[src/rtl/click_encoder.sv]
// Pushbutton front end: two-flop sync, debounce, one-shot 3-bit click encoder.
// Optional build macro MULTI_PRESS_ERR_EN: a stable multi-button press emits code 7.
module click_encoder #(
  parameter int NUM_BTN    = 6,
  parameter int DEB_CYCLES = 50000
) (
  input  logic               clk,
  input  logic               rst,
  input  logic [NUM_BTN-1:0] btn,
  input  logic               arm,
  output logic [2:0]         click,
  output logic               held
);

  localparam int CNT_W = $clog2(DEB_CYCLES + 1);
  localparam logic [CNT_W-1:0] CNT_LAST = CNT_W'(DEB_CYCLES - 1);
  localparam logic [CNT_W-1:0] CNT_MAX  = {CNT_W{1'b1}};

  typedef enum logic [2:0] {
    IDLE,
    DEB,
    EMIT,
    HOLD,
    REL
  } state_t;

  state_t             state_reg, state_next;
  logic [NUM_BTN-1:0] sync_reg;
  logic [NUM_BTN-1:0] bs_reg;
  logic [NUM_BTN-1:0] pv_reg, pv_next;
  logic [CNT_W-1:0]   cnt_reg, cnt_next;
  logic [CNT_W-1:0]   cnt_inc;
  logic [2:0]         click_reg, click_next;
  logic               bs_zero;
  logic               bs_same;

  function automatic logic is_onehot(input logic [NUM_BTN-1:0] v);
    return (v != '0) && ((v & (v - NUM_BTN'(1))) == '0);
  endfunction

  function automatic logic [2:0] encode(input logic [NUM_BTN-1:0] v);
    logic [2:0] code;
    code = 3'd0;
    for (int i = 0; i < NUM_BTN; i++) begin
      if (v[i]) code = 3'(i + 1);
    end
    return code;
  endfunction

  function automatic logic [2:0] code_of(input logic [NUM_BTN-1:0] v);
    logic [2:0] code;
    if (is_onehot(v)) begin
      code = encode(v);
    end else begin
`ifdef MULTI_PRESS_ERR_EN
      code = 3'd7;
`else
      code = 3'd0;
`endif
    end
    return code;
  endfunction

  assign bs_zero = (bs_reg == '0);
  assign bs_same = (bs_reg == pv_reg);
  assign cnt_inc = (cnt_reg == CNT_MAX) ? cnt_reg : cnt_reg + CNT_W'(1);

  always_ff @(posedge clk or posedge rst) begin
    if (rst) begin
      sync_reg  <= '0;
      bs_reg    <= '0;
      state_reg <= IDLE;
      pv_reg    <= '0;
      cnt_reg   <= '0;
      click_reg <= 3'd0;
    end else begin
      sync_reg  <= btn;
      bs_reg    <= sync_reg;
      state_reg <= state_next;
      pv_reg    <= pv_next;
      cnt_reg   <= cnt_next;
      click_reg <= click_next;
    end
  end

  always_comb begin
    state_next = state_reg;
    pv_next    = pv_reg;
    cnt_next   = '0;
    click_next = 3'd0;
    case (state_reg)
      IDLE: begin
        if (!bs_zero) begin
          pv_next    = bs_reg;
          state_next = DEB;
        end
      end
      DEB: begin
        if (bs_zero) begin
          state_next = IDLE;
        end else if (!bs_same) begin
          pv_next = bs_reg;
        end else if (cnt_reg == CNT_LAST) begin
          // Code is registered on entry so it is visible exactly during EMIT.
          state_next = EMIT;
          click_next = arm ? code_of(pv_reg) : 3'd0;
        end else begin
          cnt_next = cnt_inc;
        end
      end
      EMIT: begin
        state_next = HOLD;
      end
      HOLD: begin
        if (bs_zero) state_next = REL;
      end
      REL: begin
        if (!bs_zero) begin
          state_next = HOLD;
        end else if (cnt_reg == CNT_LAST) begin
          state_next = IDLE;
        end else begin
          cnt_next = cnt_inc;
        end
      end
      default: begin
        state_next = IDLE;
      end
    endcase
  end

  assign click = click_reg;
  assign held  = (state_reg == EMIT) || (state_reg == HOLD) || (state_reg == REL);

endmodule

[config.mk]
export PLATFORM = sky130hd
export DESIGN_NAME = click_encoder
export DESIGN_NICKNAME = d
export VERILOG_FILES = /design/src/rtl/click_encoder.sv
export SDC_FILE = /design/constraint.sdc
export NUM_CORES = 1
export LEC_CHECK = 0
export BUFFER_PORTS_ARGS = -buffer_cell sky130_fd_sc_hd__buf_2
export CAP_MARGIN = 20
export CORE_ASPECT_RATIO = 0.9
export CORE_MARGIN = 2
export CORE_UTILIZATION = 40
export DETAILED_ROUTE_END_ITERATION = 10
export GPL_ROUTABILITY_DRIVEN = 0
export HOLD_SLACK_MARGIN = 0.02
export SKIP_LAST_GASP = 1
export SYNTH_ARGS = -nofsm -noshare
export SYNTH_HDL_FRONTEND = slang
export SYNTH_SLANG_ARGS = --single-unit
[constraint.sdc]
create_clock -name clk -period 2.1 [get_ports clk]
set_input_delay 0.315 -clock clk [delete_from_list [all_inputs] [get_ports clk]]
set_output_delay 0.315 -clock clk [all_outputs]
set_load 0.03 [all_outputs]
## Yosys cells after proc, flatten, opt, wreduce, memory -nomap -nowiden

Index checks and enable logic that the tools add are counted.
Widths: inputs -> output; s select.

| word-level totals | value |
|---|---|
| flip-flop bits (word level) | 40 |
| word-level logic and storage cells | 63 |
| output and inout bits | 4 |
| bits of input ports | 9 |

| operators by class | value |
|---|---|
| add/subtract/negate cells | 2 |
| equal/unequal tests | 14 |
| multiplexer cells | 30 |
| bitwise gates (word level) | 1 |
| reductions and logical operators | 10 |

Operator list:

| cell | number |
|---|---|
| $mux 16 | 5 |
| $mux 3 | 18 |
| $eq 16x16->1 const B | 2 |
| $pmux 16 s2 | 1 |
| $mux 6 | 3 |
| $add 16x1->16 const B | 1 |
| $pmux 3 s5 | 1 |
| $logic_not 6->1 | 2 |
| $pmux 6 s2 | 1 |
| $ne 3x3->1 const B | 3 |
| $ne 2x2->1 const B | 4 |
| $and 6x6->6 | 1 |
| $eq 3x2->1 const B | 2 |
| $eq 6x6->1 | 1 |
| $reduce_bool 6->1 | 1 |
| $sub 6x1->6 const B | 1 |
| $reduce_and 5->1 | 1 |
| $reduce_and 4->1 | 1 |
| $eq 3x1->1 const B | 1 |
| $eq 3x3->1 const B | 1 |
| $logic_not 3->1 | 1 |
| $logic_or 1x1->1 | 2 |
| $reduce_bool 2->1 | 1 |
| $logic_and 1x1->1 | 1 |
| $mux 1 | 1 |

## Depth between registers and ports, before layout

| logic depth | value |
|---|---|
| word-level depth | 12 |
| mapped depth | 7 |
| gate-level depth less buffers | 6 |

## Worst setup path before layout

Ideal clock, no wire load.

| timing | value |
|---|---|
| path kind | reg-to-reg |
| from | register cnt_reg[4] |
| to | register cnt_reg[3] |
| library setup time | 119 ps |
| arrival time | 1757 ps |
| buffers on the path | 1 |
| slack | 225 ps |
| clock period less this slack | 1875 ps |
| cell stages (with the launch flop) | 7 |
| data required time | 1981 ps |
| cell sequence | dfrtp_1 -> or4b_1 -> nor4_4 -> or3_1 -> o31a_4 -> buf_6 -> nor2_1 |

| between the ends | value |
|---|---|
| cells in the longest elaborated chain, start to end | 6 |
| elaborated cells between the ends (all ways) | 8 |
| those cells by class | 2 x eq/ne; 6 x mux |

RTL lines:

| item | line | text |
|---|---|---|
| start: declaration | 31 | `logic [CNT_W-1:0] cnt_reg, cnt_next;` |
| start signal: assignment | 81 | `cnt_reg <= cnt_next;` |
| $eq 16x16->1 | 66 | `assign cnt_inc = (cnt_reg == CNT_MAX) ? cnt_reg : cnt_reg + CNT_W'(1);` |
| $mux 16 | 66 |  |
| $mux 16 * | 103, 120 |  |
| $mux 16 | 101 | `end else if (!bs_same) begin` |
| $mux 16 | 99 | `if (bs_zero) begin` |
| $pmux 16 s2 * | 91 | `case (state_reg)` |
| named net cnt_next[3] | 31 |  |

The timed path passes the listed nets; every way through them passes the cells marked *.
A chain may end at the register's enable or synchronous reset.

## Final worst setup path

| timing | value |
|---|---|
| from | register cnt_reg[4] |
| to | register state_reg[0] |

| between the ends | value |
|---|---|
| cells in the longest elaborated chain, start to end | 3 |
| elaborated cells between the ends (all ways) | 4 |
| those cells by class | 3 x eq/ne; 1 x reduce/logical |

RTL lines:

| item | line | text |
|---|---|---|
| $eq 16x16->1 * | 103, 120 |  |
| $ne 3x3->1 (no line) | -- |  |
| $reduce_and 5->1 (no line) * | -- |  |
| end signal: assignment | 79 | `state_reg <= state_next;` |
| end: declaration | 27 | `state_t state_reg, state_next;` |

Mark *: on every way between the ends. The rest lies on a longest branch, timed or not.

==> out/metrics.cfg <==
[status]
status = complete, no violations

[global_routing]
grt_use_total_pct = 14.8
grt_pass1_wl_um = 6270
grt_pass1_vias = 1356
grt_max_degree = 41
antenna_found_initial = 0
overflow = 0

[finish]
diodes = 0
synthToLayoutAreaGrowth_pct = 13.3
layout-drive-gt1-share_pct = 18.7
largest_register_ffs = 16
fin_area_um2 = 2190
final_cells = 265
fin_nets = 212

[yosys]
synth_fa_ha_area_share_pct = 0.647
synth_top_family_by_area = simple AND/OR/NAND/NOR gates
seq_area_frac_synth_pct = 51.7
synth.distinct_cells = 41
synth-xor-area-share_pct = 6.79
synth-simple-area-share_pct = 25.4
synthMuxAreaShare_pct = 3.88
synth-compound-area-share_pct = 7.83
syn_nets = 192
yosys_warnings = 0
synth_seq_cells = 40
syn_inst = 182
synth.cell_area_um2 = 1930
syn_avg_cell_area_um2 = 10.6

[placement]
placed_cells = 257
dp_hpwl_um = 2640
io_buffer_count = 12
post_dp_cell_area_um2 = 2070

[cts]
cts_setup_buffers = 0
ctsRootBufferMaster = clkbuf_8
cts-resized-gates = 0
cts_buffers = 5
clock-sinks = 40
ctsHoldBuffers = 0
clk_latency_ns = 0.30
cts_tree = built
path_clk_slew_ns = 0.09
clockBufferDepth = 2
cts_max_level = 2

[hold_path]
hold_path_class = in -> async

[worst_setup_path]
endpoint_kind = flop
path_class = reg -> reg
arrival_ns = 2.19
startpoint_type = flop
path_max_fanout = 5
cp_data_required_time_ns = 2.29
regToRegSetupSlack_ns = 0.11
r2r_start = cnt_reg[4]$_DFF_PP0_
reg2reg_depth = 4
reg2reg_to = state_reg[0]$_DFFE_PP0P_

[die]
core_um2 = 4550
io_pins = 13
die_w_um = 77.3
die_h_um = 70.0
rows = 23
fp.dieArea_um2 = 5410
start_util_pct = 42.5

[timing]
tightest_slew_ns = 0.493
rsz0062_at_grt = false
skew_ns = 0.0102
slew-limit-headroom_pct = 67.1
drv_slew = 0
final.setup.tns_ns = 0
timing.final.crit_share_pct = 95.0
setup_violations = 0
period_minus_slack_ns = 1.99
final-hold-violation-count = 0
fmax_mhz = 501

[routing]
firstDrtPassIters = 4
drtIter0Drc = 51
vias = 1423
wl_um = 3690
postRouteAntennaNets = 0
wl_per_cell_um = 13.9
routed_via_density = 5.37
drc_errors = 0

[power_and_ir_drop]
finalPower_mw = 1.54
combPwrFrac_pct = 5.8
switching_share_pct = 23.3
p_per_area_nw_per_um2 = 705
p_clk_share_pct = 41.9
power_leakage_nw = 0.919
ir_drop_mv = 0.381
seq_power_share_pct = 52.3
p_int_mw = 1.18
power_switching_mw = 0.360

[flow_run]
drv_cap = 0

## cells in the mapped netlist, drive strengths merged
cell type  count  area (um2)
a211oi         3        22.5
a21oi          2        10.0
a221o          1        10.0
a311oi         1        8.76
a31oi          2        12.5
a32o           2        20.0
and2           1        6.26
and3           2        12.5
buf            4        38.8
clkbuf         1        3.75
dfrtp         40        1000
ha             1        12.5
inv            8        30.0
mux2           4        45.0
mux2i          3        30.0
nand2          9        33.8
nand3          8        40.0
nand3b         1        7.51
nand4          8        62.6
nand4bb        1        11.3
nor2          31         119
nor3          11        55.1
nor3b          3        22.5
nor4           4        61.3
nor4b          1        8.76
o2111ai        1        8.76
o21ai          5        25.0
o22a           1        8.76
o31a           1        17.5
o31ai          1        7.51
or3            3        18.8
or4b           2        20.0
or4bb          1        11.3
xnor2          5        43.8
xor2          10        87.6
## through the flow
stage               hold slack [ns]  setup WS [ns]  utilization, %
CTS                           0.111          0.108            48.2
global route                 0.0984       0.000630            48.2
detailed placement            0.336          0.125            45.6
global placement              0.332          0.176            45.6
finish                        0.122          0.105            48.2
floorplan                     0.331          0.225               -
## critical path, cell delays in order (launching register included)
cell	delay (ns)
dfrtp_1	0.42
or4b_1	0.58
nor4_4	0.34
nand4_2	0.21
a221o_1	0.33
## final cells by class
| class | instances | area [um2] |
|---|---|---|
| multi-input combinational | 129 | 861 |
| inverter | 8 | 30.0 |
| sequential | 40 | 1000 |
| fill | 427 | 2360 |
| tap | 62 | 77.6 |
| timing repair buffer | 18 | 105 |
| clock buffer | 5 | 68.8 |
| clock inverter | 3 | 47.5 |
## placed cells by master (no fill, tap or decap), types with 2 or more instances in the layout
cell type  count
a211oi_1       3
a21oi_1        2
a31oi_1        2
a32o_1         2
and3_1         2
buf_2         12
buf_4          6
clkbuf_8       5
clkinv_4       2
dfrtp_1       40
inv_1          8
mux2_2         4
mux2i_1        3
nand2_1        9
nand3_1        8
nand4_1        6
nand4_2        2
nor2_1        30
nor3_1        11
nor3b_1        3
nor4_4         2
o21ai_0        5
or3_1          3
xnor2_1        5
xor2_1        10
## worst max-delay path by stage
stage                              start                        to  cells after the start
floorplan           cnt_reg[4]$_DFF_PP0_      cnt_reg[3]$_DFF_PP0_                      6
global placement    cnt_reg[4]$_DFF_PP0_  state_reg[0]$_DFFE_PP0P_                      4
detailed placement  cnt_reg[4]$_DFF_PP0_  state_reg[0]$_DFFE_PP0P_                      4
CTS                 cnt_reg[4]$_DFF_PP0_  state_reg[0]$_DFFE_PP0P_                      4
global route         bs_reg[4]$_DFF_PP0_     cnt_reg[15]$_DFF_PP0_                      5
finish              cnt_reg[4]$_DFF_PP0_  state_reg[0]$_DFFE_PP0P_                      4
## power by group through the flow
stage / Sequential (mW) / Clock, mW / Combinational [mW]
6_report: 0.807 / 0.647 / 0.0897
5_1_grt: 0.810 / 0.703 / 0.102
4_1_cts: 0.807 / 0.660 / 0.0916
3_5_place_dp: 0.822 / 0 / 0.0909
3_3_place_gp: 0.820 / 0 / 0.0872
2_1_floorplan: 0.817 / 0 / 0.0713
## layer usage
metal  wire length, um  GRT usage [%]  vias up
li1                  -              -      690
met5                 0              0        -
met1              1740           19.4      693
met3               157           4.65        8
met2              1740           22.9       32
met4                50           5.36        0
## logic make-up (layout without fill, tap and decap cells)
logic type,Yosys count,in the layout
AOI/OAI and AO/OA,20,20
buffers and inverters,13,34
DFF,40,40
muxes,7,7
xor gates and xnor gates,15,15
adders and majority gates,1,1
and+or+nand+nor,86,86
No activity file was read; power rests on OpenSTA's default activity.
